**src/rtl/div_unit_if.sv**
```systemverilog
// div_unit_if: request/response bundle between the control unit and div_unit.
//   start, op, rs1_data, rs2_data, rd_address : request (control -> divider)
//   busy, done, result, wb_rd_address, wb_reg_write : status / write-back
// master = control unit side, slave = divider side.
interface div_unit_if #(
   parameter int XLEN = 64
);
   logic            start;
   logic [1:0]      op;
   logic [XLEN-1:0] rs1_data;
   logic [XLEN-1:0] rs2_data;
   logic [4:0]      rd_address;
   logic            busy;
   logic            done;
   logic [XLEN-1:0] result;
   logic [4:0]      wb_rd_address;
   logic            wb_reg_write;

   modport master (
      output start, op, rs1_data, rs2_data, rd_address,
      input  busy, done, result, wb_rd_address, wb_reg_write
   );
   modport slave (
      input  start, op, rs1_data, rs2_data, rd_address,
      output busy, done, result, wb_rd_address, wb_reg_write
   );
endinterface

```
**src/rtl/div_unit.sv**
```systemverilog
// div_unit: iterative radix-2 restoring divider for RV64M DIV/DIVU/REM/REMU.
//   clock   : rising-edge clock
//   reset_n : asynchronous active-low reset
//   bus     : div_unit_if.slave (start/op/operands/rd in, busy/done/result/wb out)
// op: 00 DIV, 01 DIVU, 10 REM, 11 REMU. Divide-by-zero and signed overflow
// complete in one cycle; everything else takes 64 CALC cycles plus one FIX.
module div_unit #(
   parameter int XLEN = 64
) (
   input  logic         clock,
   input  logic         reset_n,
   div_unit_if.slave    bus
);
   localparam int CW = $clog2(XLEN) + 1;

   localparam logic [1:0] IDLE = 2'd0;
   localparam logic [1:0] CALC = 2'd1;
   localparam logic [1:0] FIX  = 2'd2;

   logic [1:0]      state;
   logic [CW-1:0]   cnt;
   logic [XLEN:0]   rem;      // extra bit holds the bit shifted out of the top
   logic [XLEN-1:0] quo;
   logic [XLEN-1:0] dvs;
   logic [1:0]      op_q;
   logic [4:0]      rd_q;
   logic            q_neg;
   logic            r_neg;
   logic [XLEN-1:0] result;
   logic [4:0]      wb_rd;
   logic            done;

   // request-side decode
   logic            sgn;
   logic            div_zero;
   logic            ovf;
   logic [XLEN-1:0] a_abs;
   logic [XLEN-1:0] b_abs;
   // iteration datapath
   logic [XLEN:0]   sh;
   logic            ge;
   // fix-up datapath
   logic [XLEN-1:0] sel;
   logic            neg;
   logic [XLEN-1:0] fix_val;

   always_comb begin
      sgn      = ~bus.op[0];
      div_zero = (bus.rs2_data == '0);
      ovf      = sgn && (bus.rs1_data == {1'b1, {(XLEN-1){1'b0}}}) && (bus.rs2_data == '1);
      a_abs    = (sgn && bus.rs1_data[XLEN-1]) ? (~bus.rs1_data + XLEN'(1)) : bus.rs1_data;
      b_abs    = (sgn && bus.rs2_data[XLEN-1]) ? (~bus.rs2_data + XLEN'(1)) : bus.rs2_data;

      sh       = {rem[XLEN-1:0], quo[XLEN-1]};
      ge       = (sh >= {1'b0, dvs});

      sel      = op_q[1] ? rem[XLEN-1:0] : quo;
      neg      = ~op_q[0] && (op_q[1] ? r_neg : q_neg);
      fix_val  = neg ? (~sel + XLEN'(1)) : sel;
   end

   always_ff @(posedge clock or negedge reset_n) begin
      if (!reset_n) begin
         state  <= IDLE;
         cnt    <= '0;
         rem    <= '0;
         quo    <= '0;
         dvs    <= '0;
         op_q   <= '0;
         rd_q   <= '0;
         q_neg  <= 1'b0;
         r_neg  <= 1'b0;
         result <= '0;
         wb_rd  <= '0;
         done   <= 1'b0;
      end else begin
         done <= 1'b0;
         case (state)
            IDLE: begin
               if (bus.start) begin
                  op_q  <= bus.op;
                  rd_q  <= bus.rd_address;
                  q_neg <= bus.rs1_data[XLEN-1] ^ bus.rs2_data[XLEN-1];
                  r_neg <= bus.rs1_data[XLEN-1];
                  if (div_zero) begin
                     result <= bus.op[1] ? bus.rs1_data : '1;
                     wb_rd  <= bus.rd_address;
                     done   <= 1'b1;
                  end else if (ovf) begin
                     result <= bus.op[1] ? '0 : bus.rs1_data;
                     wb_rd  <= bus.rd_address;
                     done   <= 1'b1;
                  end else begin
                     rem   <= '0;
                     quo   <= a_abs;
                     dvs   <= b_abs;
                     cnt   <= CW'(XLEN);
                     state <= CALC;
                  end
               end
            end
            CALC: begin
               rem <= ge ? (sh - {1'b0, dvs}) : sh;
               quo <= {quo[XLEN-2:0], ge};
               cnt <= cnt - CW'(1);
               if (cnt == CW'(1))
                  state <= FIX;
            end
            FIX: begin
               result <= fix_val;
               wb_rd  <= rd_q;
               done   <= 1'b1;
               state  <= IDLE;
            end
            default: state <= IDLE;
         endcase
      end
   end

   assign bus.busy          = (state != IDLE);
   assign bus.done          = done;
   assign bus.result        = result;
   assign bus.wb_rd_address = wb_rd;
   assign bus.wb_reg_write  = done;
endmodule

```
**src/flat_wrapper.sv**
```systemverilog
// flat-port wrapper written by rule: the top's interface ports become plain ports
module div_unit_flat 
#(
   parameter int XLEN = 64
)
  (clock, reset_n, bus_start, bus_op, bus_rs1_data, bus_rs2_data, bus_rd_address, bus_busy, bus_done, bus_result, bus_wb_rd_address, bus_wb_reg_write);
  div_unit_if #(.XLEN(XLEN)) bus_i ();
  input  logic clock;
  input  logic reset_n;
  input wire logic [$bits(bus_i.start)-1:0] bus_start;
  input wire logic [$bits(bus_i.op)-1:0] bus_op;
  input wire logic [$bits(bus_i.rs1_data)-1:0] bus_rs1_data;
  input wire logic [$bits(bus_i.rs2_data)-1:0] bus_rs2_data;
  input wire logic [$bits(bus_i.rd_address)-1:0] bus_rd_address;
  output wire logic [$bits(bus_i.busy)-1:0] bus_busy;
  output wire logic [$bits(bus_i.done)-1:0] bus_done;
  output wire logic [$bits(bus_i.result)-1:0] bus_result;
  output wire logic [$bits(bus_i.wb_rd_address)-1:0] bus_wb_rd_address;
  output wire logic [$bits(bus_i.wb_reg_write)-1:0] bus_wb_reg_write;
  assign bus_i.start = bus_start;
  assign bus_i.op = bus_op;
  assign bus_i.rs1_data = bus_rs1_data;
  assign bus_i.rs2_data = bus_rs2_data;
  assign bus_i.rd_address = bus_rd_address;
  assign bus_busy = bus_i.busy;
  assign bus_done = bus_i.done;
  assign bus_result = bus_i.result;
  assign bus_wb_rd_address = bus_i.wb_rd_address;
  assign bus_wb_reg_write = bus_i.wb_reg_write;
  div_unit #(.XLEN(XLEN)) u_core (.clock(clock), .reset_n(reset_n), .bus(bus_i));
endmodule
```
**config.mk**
```make
export PLATFORM = sky130hd
export DESIGN_NAME = div_unit_flat
export DESIGN_NICKNAME = d
export VERILOG_FILES = /design/src/rtl/div_unit_if.sv /design/src/rtl/div_unit.sv /design/src/flat_wrapper.sv
export SDC_FILE = /design/constraint.sdc
export NUM_CORES = 1
export LEC_CHECK = 0
export ABC_AREA = 1
export CAP_MARGIN = 5
export CORE_ASPECT_RATIO = 0.6
export CORE_MARGIN = 2
export CORE_UTILIZATION = 55
export CTS_CLUSTER_DIAMETER = 100
export DETAILED_ROUTE_END_ITERATION = 7
export PLACE_DENSITY = 0.79
export RECOVER_POWER = 25
export SLEW_MARGIN = 40
export SYNTH_ARGS = -nofsm -noshare
export SYNTH_HDL_FRONTEND = slang
export SYNTH_SLANG_ARGS = --single-unit
```
**constraint.sdc**
```tcl
create_clock -name clock -period 2.26 [get_ports clock]
set_input_delay 0.452 -clock clock [delete_from_list [all_inputs] [get_ports clock]]
set_output_delay 0.452 -clock clock [all_outputs]
set_load 0.02 [all_outputs]
```
==> impl_metrics.xml, run 1 <==
<?xml version="1.0" encoding="UTF-8"?>
<metrics>
  <group name="placement">
    <metric name="io_buffer_count" unit="">209</metric>
    <metric name="place_worst_setup_slack" unit="ps">-747</metric>
    <metric name="gp_routability_congestion" unit="">1.12</metric>
    <metric name="detailedPlacementHpwl" unit="um">95800</metric>
  </group>
  <group name="yosys">
    <metric name="syn_area_per_cell" unit="um2">5.86</metric>
    <metric name="syn_area" unit="mm2">0.0266</metric>
    <metric name="yosys_warnings" unit="">0</metric>
    <metric name="ys_types" unit="">49</metric>
    <metric name="syn_inst" unit="">4529</metric>
    <metric name="synth_async_sr_flop_share" unit="%">100</metric>
    <metric name="number_of_synthesized_flops_with_an_enable_pin" unit="">0</metric>
    <metric name="synth-seq-cells" unit="">280</metric>
    <metric name="ys_seq_area_share" unit="%">26.4</metric>
    <metric name="synth_top_area_share" unit="%">26.4</metric>
    <metric name="synth_top_cell_by_area" unit="">sky130_fd_sc_hd__dfrtp_1</metric>
    <metric name="synth_area_leaders" unit="">sky130_fd_sc_hd__dfrtp_1, sky130_fd_sc_hd__nand2_1, sky130_fd_sc_hd__inv_1</metric>
    <metric name="ys_dominant_reg_cell" unit="">sky130_fd_sc_hd__dfrtp_1</metric>
    <metric name="mappedNetlistNets" unit="">4738</metric>
  </group>
  <group name="clocking">
    <metric name="h-tree-depth" unit="">1</metric>
    <metric name="numClockSinks" unit="">280</metric>
    <metric name="cts_root_buf" unit="">sky130_fd_sc_hd__clkbuf_16</metric>
    <metric name="cts_buffers" unit="">29</metric>
    <metric name="maximum_clock_path_buffer_count" unit="">3</metric>
  </group>
  <group name="grt">
    <metric name="congestion_overflow_gr" unit="">22</metric>
    <metric name="maximum_number_of_pins_on_one_net_before_global_route_repair" unit="">87</metric>
    <metric name="grt_util_all_layers" unit="%">69.5</metric>
  </group>
  <group name="floorplanning">
    <metric name="die_y" unit="um">174</metric>
    <metric name="std_cell_rows" unit="">62</metric>
    <metric name="die_w" unit="um">288</metric>
    <metric name="initial_standard_cell_utilization_of_the_core" unit="%">55.6</metric>
    <metric name="pin_count" unit="">210</metric>
  </group>
  <group name="outcome">
    <metric name="outcome.stop_stage" unit="">5_1_grt</metric>
    <metric name="run_status" unit="">did not finish</metric>
    <metric name="toolErrorMsg" unit="">[ERROR GRT-0232] Routing congestion too high. Check the congestion heatmap in the GUI.</metric>
  </group>
</metrics>
-- through the flow --
step | instances | utilization (%) | hold slack (ps) | setup TNS (ps) | area, um2
CTS | 6405 | 85.8 | 343 | -26530 | 41000
floorplan | 4529 | - | 156 | 0 | 26600
detailed placement | 6264 | 77.2 | 387 | -173730 | 36900
global placement | 6264 | 77.2 | 384 | -145040 | 36900
-- cell usage after synthesis, types with 7 or more instances --
cell type	number
sky130_fd_sc_hd__nor4_1	8
sky130_fd_sc_hd__a31oi_1	9
sky130_fd_sc_hd__inv_2	21
sky130_fd_sc_hd__a21oi_1	148
sky130_fd_sc_hd__nand4_1	71
sky130_fd_sc_hd__a22oi_1	13
sky130_fd_sc_hd__inv_1	548
sky130_fd_sc_hd__nand3_2	8
sky130_fd_sc_hd__buf_2	46
sky130_fd_sc_hd__nor2_2	27
sky130_fd_sc_hd__xnor2_1	40
sky130_fd_sc_hd__nor3_1	49
sky130_fd_sc_hd__nand2_2	15
sky130_fd_sc_hd__or2_2	26
sky130_fd_sc_hd__nand2_1	1701
sky130_fd_sc_hd__o21bai_1	7
sky130_fd_sc_hd__nor2_1	492
sky130_fd_sc_hd__nand3b_1	12
sky130_fd_sc_hd__o211ai_1	58
sky130_fd_sc_hd__xor2_1	94
sky130_fd_sc_hd__clkbuf_1	63
sky130_fd_sc_hd__ha_1	70
sky130_fd_sc_hd__dfrtp_1	280
sky130_fd_sc_hd__o21ai_1	52
sky130_fd_sc_hd__nand3_1	337
sky130_fd_sc_hd__buf_4	22
sky130_fd_sc_hd__o21ai_0	244
sky130_fd_sc_hd__o221ai_1	13
sky130_fd_sc_hd__buf_6	15
-- metal layers --
metal	overflow	GRT usage [%]
met1	2	80.1
met2	4	80.8
met3	8	57.1
met4	8	44.5
met5	0	38.8
-- cell families after synthesis --
logic type	count (synthesis)	share of synthesized area (%)
buffers and inverters	722	11.2
DFF	280	26.4
xor gates and xnor gates	134	4.42
and+or+nand+nor	2760	42.8
adders and majority gates	71	3.37
muxes	2	0.0801
AOI/OAI and AO/OA	560	11.7
-- timing repair --
item | in CTS
cloned | 18
hold buffers | 1
pin swaps | 133
endpoints found under the setup margin | 246
gates resized for setup | 508
buffers inserted | 73
hold endpoints to repair | 35
==> run 2, diff against run 1 <==
Settings changed: CORE_ASPECT_RATIO 0.6 to unset, CORE_UTILIZATION 55 to 40, CTS_CLUSTER_DIAMETER 100 to unset, PLACE_DENSITY 0.79 to unset, PLACE_DENSITY_LB_ADDON set to 0.15.
Clock period 2.26 ns to 2.9 ns, I/O delays scaled along.
==> impl_metrics.xml, run 2 <==
<?xml version="1.0" encoding="UTF-8"?>
<metrics>
  <group name="yosys">
    <metric name="netlist_top_cells_count" unit="">sky130_fd_sc_hd__nand2_1, sky130_fd_sc_hd__inv_1, sky130_fd_sc_hd__nor2_1, sky130_fd_sc_hd__nand3_1, sky130_fd_sc_hd__dfrtp_1</metric>
    <metric name="synth_top_area_share" unit="%">26.4</metric>
    <metric name="ys_types" unit="">49</metric>
    <metric name="yosysMostFrequentCell" unit="">sky130_fd_sc_hd__nand2_1</metric>
    <metric name="synth-seq-cells" unit="">280</metric>
    <metric name="synth_async_sr_flop_share" unit="%">100</metric>
    <metric name="number_of_synthesized_flops_with_an_enable_pin" unit="">0</metric>
    <metric name="syn_area" unit="mm2">0.0266</metric>
    <metric name="yosys_warnings" unit="">0</metric>
    <metric name="synth_top_cell_by_area" unit="">sky130_fd_sc_hd__dfrtp_1</metric>
    <metric name="mappedNetlistNets" unit="">4738</metric>
    <metric name="syn_area_per_cell" unit="um2">5.86</metric>
    <metric name="ys_seq_area_share" unit="%">26.4</metric>
    <metric name="ys_dominant_reg_cell" unit="">sky130_fd_sc_hd__dfrtp_1</metric>
    <metric name="synth_area_leaders" unit="">sky130_fd_sc_hd__dfrtp_1, sky130_fd_sc_hd__nand2_1, sky130_fd_sc_hd__inv_1</metric>
    <metric name="syn_inst" unit="">4529</metric>
  </group>
  <group name="clocking">
    <metric name="h-tree-depth" unit="">2</metric>
    <metric name="numClockSinks" unit="">280</metric>
    <metric name="clkLatencyLatePin" unit="ps">570</metric>
    <metric name="cts_root_buf" unit="">sky130_fd_sc_hd__clkbuf_16</metric>
    <metric name="path_clk_slew" unit="ps">60</metric>
    <metric name="cts_buffers" unit="">38</metric>
    <metric name="cts_tree" unit="">done</metric>
    <metric name="maximum_clock_path_buffer_count" unit="">3</metric>
  </group>
  <group name="layout">
    <metric name="fraction_of_final_layout_cells_sized_beyond_drive_strength_1" unit="%">15.8</metric>
    <metric name="layout_commonest_cell" unit="">sky130_fd_sc_hd__nand2_1</metric>
    <metric name="count_of_non_filler_cells_in_the_finished_layout" unit="">6090</metric>
    <metric name="layout.cells.most_common_list" unit="">sky130_fd_sc_hd__nand2_1, sky130_fd_sc_hd__inv_1, sky130_fd_sc_hd__buf_4</metric>
    <metric name="layout-area-overhead-vs-synth" unit="%">33.4</metric>
    <metric name="post-route-cell-area" unit="mm2">0.0354</metric>
    <metric name="nNetsFinal" unit="">5408</metric>
    <metric name="diodes" unit="">0</metric>
    <metric name="final_util" unit="%">53.9</metric>
  </group>
  <group name="hold_path">
    <metric name="class_of_the_tightest_hold_or_removal_check" unit="">reg -&gt; reg</metric>
  </group>
  <group name="sta">
    <metric name="worst-slew-pin-transition" unit="ps">1800</metric>
    <metric name="final_period_minus_worst_setup_slack" unit="ps">2820</metric>
    <metric name="maxSlewViolCount" unit="">54</metric>
    <metric name="finalHoldViolations" unit="">0</metric>
    <metric name="whs" unit="ps">478</metric>
    <metric name="finalSetupViolations" unit="">0</metric>
    <metric name="fin_worst_skew" unit="ps">36.5</metric>
    <metric name="max_slew_margin" unit="%">-19.8</metric>
    <metric name="maxClockFrequency" unit="MHz">354</metric>
    <metric name="finalCritPeriodShare" unit="%">97.3</metric>
    <metric name="tns" unit="ps">0</metric>
    <metric name="fin_ws" unit="ps">77.7</metric>
  </group>
  <group name="critical_path">
    <metric name="cp-start-kind" unit="">flip-flop</metric>
    <metric name="end_kind" unit="">flip-flop</metric>
    <metric name="crit_type" unit="">reg -&gt; reg</metric>
    <metric name="timing.critical_path.required" unit="ps">3350</metric>
    <metric name="cp_max_fo" unit="">17</metric>
    <metric name="worst_path_arrival_time" unit="ps">3270</metric>
  </group>
  <group name="routing">
    <metric name="totalWireLength" unit="um">114000</metric>
    <metric name="post-route-drc-count" unit="">0</metric>
    <metric name="dr.first_iter.drc_count" unit="">2995</metric>
    <metric name="wl_per_cell" unit="um">18.8</metric>
    <metric name="via_count" unit="">31300</metric>
    <metric name="antenna_violating_nets_post_route" unit="">0</metric>
    <metric name="post_drt_via_cell_ratio" unit="">5.14</metric>
    <metric name="dr.pass1.iters" unit="">6</metric>
  </group>
  <group name="floorplanning">
    <metric name="pin_count" unit="">210</metric>
    <metric name="fp.dieArea" unit="mm2">0.0685</metric>
    <metric name="die_w" unit="um">262</metric>
    <metric name="std_cell_rows" unit="">94</metric>
    <metric name="core_region_area" unit="mm2">0.0657</metric>
    <metric name="die_y" unit="um">262</metric>
    <metric name="initial_standard_cell_utilization_of_the_core" unit="%">40.4</metric>
  </group>
  <group name="grt">
    <metric name="grt_util_all_layers" unit="%">33.0</metric>
    <metric name="first_global_vias" unit="">29500</metric>
    <metric name="antenna_found_initial" unit="">1</metric>
    <metric name="grt_first_pass_wirelength" unit="um">172000</metric>
    <metric name="maximum_number_of_pins_on_one_net_before_global_route_repair" unit="">87</metric>
    <metric name="congestion_overflow_gr" unit="">0</metric>
  </group>
  <group name="placement">
    <metric name="dp.cells" unit="">6013</metric>
    <metric name="io_buffer_count" unit="">209</metric>
    <metric name="detailedPlacementHpwl" unit="um">94000</metric>
    <metric name="placement.cell_area" unit="mm2">0.0335</metric>
    <metric name="place_worst_setup_slack" unit="ps">-359</metric>
    <metric name="gp_routability_congestion" unit="">0.981</metric>
  </group>
  <group name="power">
    <metric name="totalPowerFinal" unit="mW">45.2</metric>
    <metric name="static-leakage-power" unit="nW">18.3</metric>
    <metric name="power_density" unit="mW/mm2">1280</metric>
    <metric name="vdd.ir_drop.worst" unit="mV">1.18</metric>
  </group>
  <group name="run">
    <metric name="cap_viol_max_count" unit="">1</metric>
  </group>
  <group name="outcome">
    <metric name="run_status" unit="">finished, violations left</metric>
    <metric name="violations" unit="">max-capacitance violations, max-slew violations</metric>
  </group>
</metrics>
[run 2: per-layer routing]
metal | track usage [%] | up-vias | share of wire (%)
met5 | 0 | - | 0
met4 | 9.56 | 0 | 3.2
met3 | 5.23 | 156 | 7.6
li1 | - | 15700 | -
met1 | 46.1 | 14400 | 45
met2 | 52.4 | 1069 | 44
[run 2: layout make-up]
class | count | area [um2]
clock inverter | 15 | 226
multi-input combinational | 3527 | 17000
timing repair buffer | 780 | 6790
clock buffer | 52 | 1110
sequential | 280 | 7010
fill | 6892 | 30300
tap | 864 | 1080
inverter | 572 | 2160
[run 2: report_power, final]
| part | switching [mW] | total (mW) | internal (mW) | leakage (nW) |
|---|---|---|---|---|
| registers | 1.56 | 7.31 | 5.75 | 3.52 |
| clock network | 1.96 | 5.11 | 3.14 | 0.651 |
| logic | 20.2 | 32.8 | 12.6 | 14.1 |
| total | 23.7 | 45.2 | 21.5 | 18.3 |
[run 2: path summary, 6_finish.rpt]
check,startpoint,end,slack [ps],depth (start not counted)
min in group asynchronous,reset_n,u_core.dvs[30],1040,2
max in group asynchronous,reset_n,u_core.op_q[1],550,2
worst min register to register,u_core.bus.result[6],u_core.bus.result[6],480,2
worst max register to register,u_core.op_q[1],u_core.bus.result[58],80,16
worst max-delay path,u_core.op_q[1],u_core.bus.result[58],80,16
worst min-delay path,u_core.bus.result[6],u_core.bus.result[6],480,2
[run 2: cell families after synthesis]
group | count (synthesis) | share of synthesized area (%)
adder cells (fa/ha/maj) | 71 | 3.37
XOR/XNOR | 134 | 4.42
multiplexers | 2 | 0.0801
AND/OR/NAND/NOR | 2760 | 42.8
buffers and inverters | 722 | 11.2
AO/OA/AOI/OAI | 560 | 11.7
flip-flops | 280 | 26.4
[run 2: worst max-delay path, stage by stage (launching register included)]
cell                      delay, ps
sky130_fd_sc_hd__dfrtp_4        490
sky130_fd_sc_hd__buf_12         160
sky130_fd_sc_hd__buf_4          210
sky130_fd_sc_hd__buf_4          170
sky130_fd_sc_hd__nand2_1         50
sky130_fd_sc_hd__o21ai_0        120
sky130_fd_sc_hd__nor2_1         190
sky130_fd_sc_hd__nand2_1        140
sky130_fd_sc_hd__nor2_2         180
sky130_fd_sc_hd__nand2_1         70
sky130_fd_sc_hd__nand2_1        130
sky130_fd_sc_hd__inv_2           60
sky130_fd_sc_hd__nor2_4         220
sky130_fd_sc_hd__buf_4          160
sky130_fd_sc_hd__nand4_1         60
sky130_fd_sc_hd__nand3_1        190
sky130_fd_sc_hd__a21oi_1        100
[run 2: what timing repair did]
action / 4_1_cts / 5_1_grt
hold buffers: 1 / 0
pin swaps: 0 / 8
gates cloned: 1 / 0
setup buffers: 0 / 8
gates resized for setup: 1 / 94
setup endpoints to repair: 2 / 101
endpoints found under the hold margin: 26 / 0
Note: power is estimated with default switching activity, not from simulation.
==> run 3, diff against run 2 <==
Settings changed: PLACE_DENSITY set to 0.57, PLACE_DENSITY_LB_ADDON 0.15 to unset, SKIP_CTS_REPAIR_TIMING set to 1.
==> impl_metrics.xml, run 3 (synthesis results as in run 2) <==
<?xml version="1.0" encoding="UTF-8"?>
<metrics>
  <group name="outcome">
    <metric name="run_status" unit="">finished, violations left</metric>
    <metric name="violations" unit="">max-capacitance violations, max-slew violations</metric>
  </group>
  <group name="placement">
    <metric name="placement.cell_area" unit="mm2">0.0333</metric>
    <metric name="dp.cells" unit="">5996</metric>
    <metric name="io_buffer_count" unit="">209</metric>
    <metric name="gp_routability_congestion" unit="">1.00</metric>
    <metric name="detailedPlacementHpwl" unit="um">97600</metric>
  </group>
  <group name="floorplanning">
    <metric name="pin_count" unit="">210</metric>
    <metric name="std_cell_rows" unit="">94</metric>
    <metric name="die_y" unit="um">262</metric>
    <metric name="fp.dieArea" unit="mm2">0.0685</metric>
    <metric name="die_w" unit="um">262</metric>
    <metric name="initial_standard_cell_utilization_of_the_core" unit="%">40.4</metric>
    <metric name="core_region_area" unit="mm2">0.0657</metric>
  </group>
  <group name="critical_path">
    <metric name="timing.critical_path.required" unit="ps">3340</metric>
    <metric name="worst_path_arrival_time" unit="ps">3260</metric>
    <metric name="end_kind" unit="">flip-flop</metric>
    <metric name="crit_type" unit="">reg -&gt; reg</metric>
    <metric name="cp-start-kind" unit="">flip-flop</metric>
    <metric name="cp_max_fo" unit="">7</metric>
  </group>
  <group name="layout">
    <metric name="layout.cells.most_common_list" unit="">sky130_fd_sc_hd__nand2_1, sky130_fd_sc_hd__inv_1, sky130_fd_sc_hd__buf_4</metric>
    <metric name="layout_commonest_cell" unit="">sky130_fd_sc_hd__nand2_1</metric>
    <metric name="count_of_non_filler_cells_in_the_finished_layout" unit="">6074</metric>
    <metric name="nNetsFinal" unit="">5393</metric>
    <metric name="fillers" unit="">7039</metric>
    <metric name="layout-area-overhead-vs-synth" unit="%">32.1</metric>
    <metric name="diodes" unit="">0</metric>
    <metric name="fraction_of_final_layout_cells_sized_beyond_drive_strength_1" unit="%">15.7</metric>
    <metric name="post-route-cell-area" unit="mm2">0.0351</metric>
  </group>
  <group name="grt">
    <metric name="grt_util_all_layers" unit="%">33.8</metric>
    <metric name="congestion_overflow_gr" unit="">0</metric>
    <metric name="maximum_number_of_pins_on_one_net_before_global_route_repair" unit="">117</metric>
    <metric name="grt_first_pass_wirelength" unit="um">175000</metric>
    <metric name="antenna_found_initial" unit="">3</metric>
    <metric name="first_global_vias" unit="">29300</metric>
  </group>
  <group name="routing">
    <metric name="dr.pass1.iters" unit="">6</metric>
    <metric name="post_drt_via_cell_ratio" unit="">5.15</metric>
    <metric name="wl_per_cell" unit="um">19.4</metric>
    <metric name="via_count" unit="">31300</metric>
    <metric name="totalWireLength" unit="um">118000</metric>
    <metric name="post-route-drc-count" unit="">0</metric>
    <metric name="antenna_violating_nets_post_route" unit="">0</metric>
    <metric name="dr.first_iter.drc_count" unit="">3130</metric>
  </group>
  <group name="sta">
    <metric name="tns" unit="ps">0</metric>
    <metric name="grt_setup_unrepaired" unit="">true</metric>
    <metric name="worst-slew-pin-transition" unit="ps">1810</metric>
    <metric name="finalHoldViolations" unit="">0</metric>
    <metric name="fin_worst_skew" unit="ps">15.3</metric>
    <metric name="finalSetupViolations" unit="">0</metric>
    <metric name="maxSlewViolCount" unit="">55</metric>
    <metric name="finalCritPeriodShare" unit="%">97.2</metric>
    <metric name="maxClockFrequency" unit="MHz">355</metric>
    <metric name="final_period_minus_worst_setup_slack" unit="ps">2820</metric>
    <metric name="max_slew_margin" unit="%">-20.8</metric>
  </group>
  <group name="clocking">
    <metric name="cts_root_buf" unit="">sky130_fd_sc_hd__clkbuf_16</metric>
    <metric name="numClockSinks" unit="">280</metric>
    <metric name="cts_tree" unit="">done</metric>
    <metric name="path_clk_slew" unit="ps">60</metric>
    <metric name="cts_buffers" unit="">37</metric>
    <metric name="maximum_clock_path_buffer_count" unit="">3</metric>
    <metric name="clkLatencyLatePin" unit="ps">560</metric>
    <metric name="h-tree-depth" unit="">2</metric>
  </group>
  <group name="power">
    <metric name="static-leakage-power" unit="nW">18.1</metric>
    <metric name="cell_internal_pwr" unit="mW">20.6</metric>
    <metric name="power_density" unit="mW/mm2">1260</metric>
    <metric name="power.switching_fraction" unit="%">53.6</metric>
    <metric name="vdd.ir_drop.worst" unit="mV">1.51</metric>
    <metric name="sequentialPowerShare" unit="%">16.5</metric>
    <metric name="switching_power" unit="mW">23.8</metric>
    <metric name="totalPowerFinal" unit="mW">44.4</metric>
    <metric name="p_comb_share" unit="%">72.9</metric>
    <metric name="p_clk_share" unit="%">10.6</metric>
  </group>
  <group name="run">
    <metric name="cap_viol_max_count" unit="">1</metric>
  </group>
  <group name="hold_path">
    <metric name="class_of_the_tightest_hold_or_removal_check" unit="">reg -&gt; reg</metric>
  </group>
</metrics>
run 3: cell count changes in the layout (fill, tap and decap cells not counted), moves of 6 or more:
cell | before | now
sky130_fd_sc_hd__nor2_2 | 44 | 57
sky130_fd_sc_hd__buf_4 | 537 | 520
sky130_fd_sc_hd__ha_4 | 16 | 9
sky130_fd_sc_hd__clkbuf_8 | 9 | 3
sky130_fd_sc_hd__ha_1 | 46 | 54
sky130_fd_sc_hd__nor2_1 | 466 | 457
run 3: final cells by class:
| class | count | area, um2 | share of cell area [%] |
|---|---|---|---|
| clock inverter | 17 | 196 | 0.560 |
| timing repair inverter | 1 | 8.76 | 0.0250 |
| timing repair buffer | 765 | 6620 | 18.9 |
| clock buffer | 48 | 1020 | 2.90 |
| tap | 864 | 1080 | 3.08 |
| sequential | 280 | 7020 | 20.0 |
| multi-input combinational | 3527 | 17000 | 48.4 |
| inverter | 572 | 2160 | 6.16 |
run 3: worst paths after layout:
kind / startpoint / to / slack (ps) / depth (start not counted)
min reg2reg: u_core.bus.result[45] / u_core.bus.result[45] / 470 / 2
min: u_core.bus.result[45] / u_core.bus.result[45] / 470 / 2
min in group asynchronous: reset_n / u_core.dvs[31] / 500 / 1
max: u_core.op_q[1] / u_core.bus.result[60] / 80 / 16
max reg2reg: u_core.op_q[1] / u_core.bus.result[60] / 80 / 16
max in group asynchronous: reset_n / u_core.bus.result[3] / 610 / 2
run 3: worst max-delay path, stage by stage, from the launching register on:
cell and delay (ps):
sky130_fd_sc_hd__dfrtp_4 600, sky130_fd_sc_hd__buf_12 180, sky130_fd_sc_hd__nand2_1 100, sky130_fd_sc_hd__o21ai_2 90
sky130_fd_sc_hd__ha_2 210, sky130_fd_sc_hd__nand3_2 110, sky130_fd_sc_hd__nor2_2 120, sky130_fd_sc_hd__nand2_1 90
sky130_fd_sc_hd__nand2_2 110, sky130_fd_sc_hd__nand3_2 120, sky130_fd_sc_hd__inv_1 100, sky130_fd_sc_hd__nand2_1 140
sky130_fd_sc_hd__nor2_2 180, sky130_fd_sc_hd__buf_4 150, sky130_fd_sc_hd__nand4_1 70, sky130_fd_sc_hd__nand3_1 190
sky130_fd_sc_hd__a21oi_1 100
run 3: metal layers:
layer	vias to the layer above	global-route usage [%]	part of all wire (%)
li1	15700	-	-
met1	14500	47.9	45
met2	984	54.1	45
met3	158	4.41	6.8
met4	0	8.78	2.8
met5	-	0	0
run 3: through the flow:
| step | util (%) | hold WS, ps | setup slack, ps |
|---|---|---|---|
| after global routing | 53.4 | 496 | -49.2 |
| after detailed placement | 50.7 | 465 | -473 |
| after CTS | 52.6 | -19.4 | 3.77 |
| final | 53.4 | 475 | 81.9 |
| after global placement | 50.7 | 464 | -442 |
| after floorplan | - | 284 | 571 |
run 3: power by group through the flow:
stage / sequential [mW] / combinational, mW / clock, mW
4_1_cts: 7.24 / 30.9 / 4.78
6_report: 7.30 / 32.3 / 4.71
3_5_place_dp: 7.26 / 30.8 / 0
5_1_grt: 7.47 / 35.5 / 4.95
3_3_place_gp: 7.28 / 30.6 / 0
2_1_floorplan: 7.21 / 18.3 / 0
